--- config.mk ---
export PLATFORM = sky130hd
export DESIGN_NAME = serial_paralelo_lane
export DESIGN_NICKNAME = d
export VERILOG_FILES = /design/src/rtl/serial_paralelo_lane_pkg.sv /design/src/rtl/serial_paralelo_lane.sv
export SDC_FILE = /design/constraint.sdc
export NUM_CORES = 1
export LEC_CHECK = 0
export CAP_MARGIN = 20
export CORE_MARGIN = 2
export CORE_UTILIZATION = 45
export DETAILED_ROUTE_END_ITERATION = 12
export HOLD_SLACK_MARGIN = 0.06
export PLACE_DENSITY_LB_ADDON = 0.08
export SYNTH_ARGS = -nofsm -noshare
export SYNTH_HDL_FRONTEND = slang
export SYNTH_SLANG_ARGS = --single-unit
--- constraint.sdc ---
create_clock -name clk_32f -period 5.7 [get_ports clk_32f]
set_input_delay 1.425 -clock clk_32f [delete_from_list [all_inputs] [get_ports clk_32f]]
set_output_delay 1.425 -clock clk_32f [all_outputs]
set_load 0.02 [all_outputs]
--- src/rtl/serial_paralelo_lane_pkg.sv ---
// Shared lane constants: comma/idle symbol, idle word and deserializer state encoding.
package serial_paralelo_lane_pkg;

    localparam logic [7:0]  COM_DEFAULT = 8'hBC;
    localparam logic [31:0] IDLE_WORD   = {4{COM_DEFAULT}};

    typedef enum logic [1:0] {
        SEARCH = 2'd0,
        COUNT  = 2'd1,
        ACTIVE = 2'd2
    } lane_state_t;

    function automatic logic [31:0] idle_word(input logic [7:0] com);
        return {4{com}};
    endfunction

endpackage

--- src/rtl/serial_paralelo_lane.sv ---
// Per-lane deserializer: COM-hunt alignment, lock after COM_LOCK aligned COMs, then 32-bit words.
// Zero-cycle latency from last-bit sample to lane_out; no backpressure, each word holds for one word period.
module serial_paralelo_lane
    import serial_paralelo_lane_pkg::*;
#(
    parameter logic [7:0]  COM      = COM_DEFAULT,
    parameter int unsigned COM_LOCK = 4
) (
    input  logic        clk_32f,
    input  logic        reset,
    input  logic        data_in,
    output logic [31:0] lane_out,
    output logic        valid_out,
    output logic        active
);

    localparam logic [3:0]  LOCK_N = 4'(COM_LOCK);
    localparam logic [31:0] IDLE   = idle_word(COM);

    lane_state_t state, state_nxt;
    // Bit 31 of the logical shift register is never observed once shifted out, so only 31 bits are kept.
    logic [30:0] sh;
    logic [31:0] nxt;
    logic [4:0]  bit_cnt, bit_cnt_nxt;
    logic [3:0]  com_cnt, com_cnt_nxt;
    logic [31:0] lane_nxt;
    logic        valid_nxt;
    logic        byte_is_com;

    assign nxt         = {sh, data_in};
    assign byte_is_com = (nxt[7:0] == COM);

    always_comb begin
        state_nxt   = state;
        bit_cnt_nxt = bit_cnt;
        com_cnt_nxt = com_cnt;
        lane_nxt    = lane_out;
        valid_nxt   = valid_out;
        case (state)
            SEARCH: begin
                if (byte_is_com) begin
                    bit_cnt_nxt = 5'd0;
                    com_cnt_nxt = 4'd1;
                    state_nxt   = (LOCK_N == 4'd1) ? ACTIVE : COUNT;
                end
            end
            COUNT: begin
                if (bit_cnt == 5'd7) begin
                    bit_cnt_nxt = 5'd0;
                    if (byte_is_com) begin
                        com_cnt_nxt = com_cnt + 4'd1;
                        if (com_cnt + 4'd1 == LOCK_N) begin
                            state_nxt = ACTIVE;
                        end
                    end else begin
                        // Sliding search restarts on the next bit; the failed byte is not rescanned.
                        com_cnt_nxt = 4'd0;
                        state_nxt   = SEARCH;
                    end
                end else begin
                    bit_cnt_nxt = bit_cnt + 5'd1;
                end
            end
            ACTIVE: begin
                bit_cnt_nxt = bit_cnt + 5'd1;
                if (bit_cnt == 5'd31) begin
                    if (nxt == IDLE) begin
                        lane_nxt  = 32'h0;
                        valid_nxt = 1'b0;
                    end else begin
                        lane_nxt  = nxt;
                        valid_nxt = 1'b1;
                    end
                end
            end
            default: begin
                state_nxt = SEARCH;
            end
        endcase
    end

    always_ff @(posedge clk_32f) begin
        if (!reset) begin
            state     <= SEARCH;
            sh        <= '0;
            bit_cnt   <= '0;
            com_cnt   <= '0;
            lane_out  <= 32'h0;
            valid_out <= 1'b0;
            active    <= 1'b0;
        end else begin
            state     <= state_nxt;
            sh        <= nxt[30:0];
            bit_cnt   <= bit_cnt_nxt;
            com_cnt   <= com_cnt_nxt;
            lane_out  <= lane_nxt;
            valid_out <= valid_nxt;
            active    <= (state_nxt == ACTIVE);
        end
    end

endmodule
Word-level counts from Yosys, hierarchy flattened
Index checks and enable logic that the tools add are counted.
{ "op_classes": {"n_mux": 14, "eq_ne": 10, "reduce_logical": 6, "addsub": 2} }
{ "ops": {"columns": ["op", "count"], "rows": [
  ["32-bit == test (second input constant)", 1],
  ["32-bit two-way mux", 1],
  ["5-bit one-hot mux with 3 select lines", 1],
  ["4-bit two-way mux", 3],
  ["5-bit two-way mux", 2],
  ["8-bit == test (second input constant)", 1],
  ["2-bit two-way mux", 4],
  ["4-bit one-hot mux with 2 select lines", 1],
  ["2-bit one-hot mux with 3 select lines", 1],
  ["5-bit by 1-bit adder with 5-bit output (second input constant)", 1],
  ["5-bit by 3-bit == test with 1-bit output (second input constant)", 1],
  ["5-bit == test (second input constant)", 1],
  ["4-bit by 1-bit adder with 4-bit output (second input constant)", 1],
  ["2-bit == test (second input constant)", 2],
  ["4-bit by 3-bit == test with 1-bit output (second input constant)", 1],
  ["2-bit inequality test (second input constant)", 2],
  ["2-bit AND reduction", 2],
  ["3-bit AND reduction", 1],
  ["3-bit nonzero test", 1],
  ["2-bit by 1-bit == test with 1-bit output (second input constant)", 1],
  ["2-bit zero test", 1],
  ["2-bit nonzero test", 1],
  ["1-bit two-way mux", 1]
]} }
{ "word_totals": {"output_inout_bits": 34, "regBits": 76} }

Logic depth before layout (Yosys ltp)
{ "depth": {"ltp_word": 7, "depth_mapped": 9, "mapped_depth_nobuf": 7} }

Least setup slack after synthesis
No wires, ideal clock.
{ "synth_timing": {"kind": "in2reg", "start": "in data_in", "end": "reg lane_out[21]", "t_required_ns": 5.583, "path_buffers": 3, "arrival_time_ns": 2.814, "slack_ns": 2.769, "path_stages": 8, "cell_sequence": "and4bb_2 and2_1 clkbuf_1 a31oi_1 and2_1 buf_6 buf_6 a22o_2"} }
{ "synth_between": {"elab_chain_len": 2} }
{ "synth_lines": {"columns": ["item", "line", "text"], "rows": [
  ["start, declared", "serial_paralelo_lane.sv:11", "input logic data_in,"],
  ["32-bit == test", "serial_paralelo_lane.sv:67", "if (nxt == IDLE) begin"],
  ["32-bit two-way mux", "serial_paralelo_lane.sv:67", null],
  ["end signal, assigned", "serial_paralelo_lane.sv:96", "lane_out <= lane_nxt;"],
  ["end, declared", "serial_paralelo_lane.sv:12", "output logic [31:0] lane_out,"]
]} }
Every way passes these cells.
A chain may end at the register's enable or synchronous reset.

==> run_results.csv <==
group,metric,value,unit
outcome,status,"completed",
layout,area_delta_synth_final,22.2,%
synthesis,synth_largest_area_cell,"dfxtp_1",
global_routing,grt_max_degree,32,
cts,postCtsSetupBuffers,0,
sta,final_max_slew_viol_count,0,
detailed_routing,drtPass1Iterations,4,
synthesis,synth_flop_cell,"dfxtp_1",
detailed_routing,initialDrtViolationCount,102,
layout,nFillCells,538,
sta,tightest_slew,0.871,ns
global_routing,grt_overflow,0,
critical_path,worstPathArrival,3.67,ns
global_routing,grt_pass1_vias,1708,
place,dp_slack,1.89,ns
die,num_rows,28,
global_routing,grt_antenna_before_repair,0,
synthesis,syn_area,2720,µm²
synthesis,synth_nets,258,
critical_path,end_kind,"register",
critical_path,crit_type,"primary input to register",
sta,slew_headroom,41.8,%
die,die_area,6690,µm²
layout,nNetsFinal,293,
cts,cts.sinks,76,
synthesis,yosys-top-cells-area,"dfxtp_1 (56%), a22o_2 (7.7%), and2_1 (7.6%), ha_1 (4.6%), a22o_1 (3.2%)",
global_routing,grt_use_total,16.5,%
cts,cts_resized,0,
die,die_w,81.8,µm
sta,setup_viol,0,
synthesis,synthCells,245,
critical_path,worstPathRequired,5.98,ns
layout,n_antenna_cell,0,
cts,hold_buffers,0,
layout,fin_cells,359,
cts,cts_tree,"yes",
die,coreArea,5890,µm²
hold_path,hold_class,"register to register",
pwr,power_density,292,nW/µm²
sta,finalCriticalPeriod,3.39,ns
synthesis,synth_top_area_share,55.9,%
sta,skew,0.00898,ns
sta,period_share,59.5,%
critical_path,cp_num_buf_inv,2,
cts,clk_latency,0.34,ns
critical_path,critical_path.max_stage_delay,0.87,ns
die,initial_core_util,46.2,%
synthesis,synth-seq-cells,76,
critical_path,start_kind,"primary input",
sta,hold_viol,0,
critical_path,crit_fanout,31,
cts,cts_inserted_buffers,9,
synthesis,synth_edf_count,0,
place,gp_congestion,0.746,
die,ios,37,
detailed_routing,wirelength,5110,µm
synthesis,ys_types,39,
synthesis,seq_area_frac_synth,55.9,%
global_routing,grt_pass1_wl,8310,µm
detailed_routing,drc,0,
cts,h-tree-depth,3,
synthesis,async_flop_share,0,%
place,place_hpwl,3370,µm
sta,rsz0062_at_grt,"false",
pwr,p_leak,1.26,nW
run,drv_cap,0,
synthesis,yosysMostFrequentCell,"dfxtp_1",
detailed_routing,routed_via_density,5.22,
pwr,finalPower,971,µW
synthesis,avgSynthCellArea,11.1,µm²
synthesis,synth_commonest_cells,"dfxtp_1 (76), and2_1 (33), a22o_2 (21), nor2_1 (11)",
sta,fmaxAchievable,295,MHz
synthesis,yosysWarnings,0,
critical_path,worst_path_dominant_cell_family,"buffers and inverters",
die,die_h,81.8,µm
pwr,irDropWorstVdd,0.225,mV
layout,layout-drive-gt1-share,14.8,%
place,place_inst,344,
sta,tns,0,ns
cts,clock-root-buffer,"clkbuf_8",
critical_path,crit_chain,"clkdlybuf4s50_1, inv_1, a21oi_4, a22o_2",
place,io_buffer_count,36,
detailed_routing,vias,1873,
detailed_routing,wl_per_cell,14.2,µm
critical_path,cp_slowest_cell,"clkdlybuf4s50_1",
sta,setup_ws,2.31,ns
cts,clock_path_buffers,2,
cts,clk_pin_slew,0.07,ns
detailed_routing,ant_nets,0,
## final timing paths
kind | from | end | slack (ns) | depth (start not counted)
worst max-delay path | reset | lane_out[30]$_SDFFE_PN0P_ | 2.31 | 4
worst min-delay path | com_cnt[3]$_SDFFE_PN0P_ | com_cnt[3]$_SDFFE_PN0P_ | 0.47 | 2
worst max register to register | sh[21]$_SDFF_PN0_ | lane_out[27]$_SDFFE_PN0P_ | 3.40 | 6
worst min register to register | com_cnt[3]$_SDFFE_PN0P_ | com_cnt[3]$_SDFFE_PN0P_ | 0.47 | 2
## power breakdown
part	internal [mW]	switching [mW]	total [mW]
Clock	0.244	0.182	0.427
Sequential	0.532	0.000757	0.532
Combinational	0.00315	0.00875	0.0119
## per-stage QoR
stage / instance area [µm²] / hold slack [ns] / utilization [%]
finish: 3330 / 0.472 / 56.5
global route: 3330 / 0.494 / 56.5
CTS: 3330 / 0.471 / 56.5
detailed placement: 3120 / 0.458 / 53.0
global placement: 3120 / 0.459 / 53.0
floorplan: 2720 / 0.444 / -
## cell usage in the layout (no fill, tap or decap), types with 2 or more instances in the layout
master / instances
a211oi_1: 2
a21oi_1: 7
a22o_1: 10
a22o_2: 21
a22oi_1: 3
a31oi_1: 3
and2_1: 33
and3_1: 2
buf_4: 2
bufinv_16: 2
clkbuf_1: 2
clkbuf_8: 9
clkdlybuf4s50_1: 36
clkinvlp_4: 2
dfxtp_1: 76
ha_1: 10
inv_1: 7
nand2_1: 9
nand3_1: 4
nand4_1: 3
nand4b_1: 3
nor2_1: 11
o211ai_1: 2
o21ai_0: 4
xnor2_1: 2
## layer usage
layer  vias to the layer above  GRT usage [%]  wire length, µm
li1                        944              -                -
met1                       893           23.0             2650
met2                        31           23.7             2260
met3                         5           3.74              143
met4                         0           9.00               57
met5                         -              0                0
## state kept, by name, summed over array words and instances (netlist names)
| signal | count |
|---|---|
| com_cnt | 4 |
| lane_out | 32 |
| sh | 31 |
| bit_cnt | 5 |
| active | 1 |
| state | 2 |
| valid_out | 1 |
## kinds of logic after synthesis
logic type,share of synthesized area [%]
simple gates,17.4
flops,55.9
compound gates,17.1
buf+inv,4.00
fa+ha+maj,4.60
xor+xnor,0.644
mux,0.368
## final cells by class
cell class              count  area, µm²  share of cell area (%)
repair buffers             38        375                    11.3
well taps                  75       93.8                    2.82
inverters                   7       26.3                   0.790
clock buffers              11        131                    3.95
clock inverters             4       75.1                    2.26
multi-input cells         148       1100                    33.1
flip-flops and latches     76       1520                    45.7
## worst min-delay path, cell delays in order (launching register included)
cell and delay, ns:
dfxtp_1 0.32, nand2_1 0.05, a21oi_1 0.05
No activity file was read; power rests on OpenSTA's default activity.
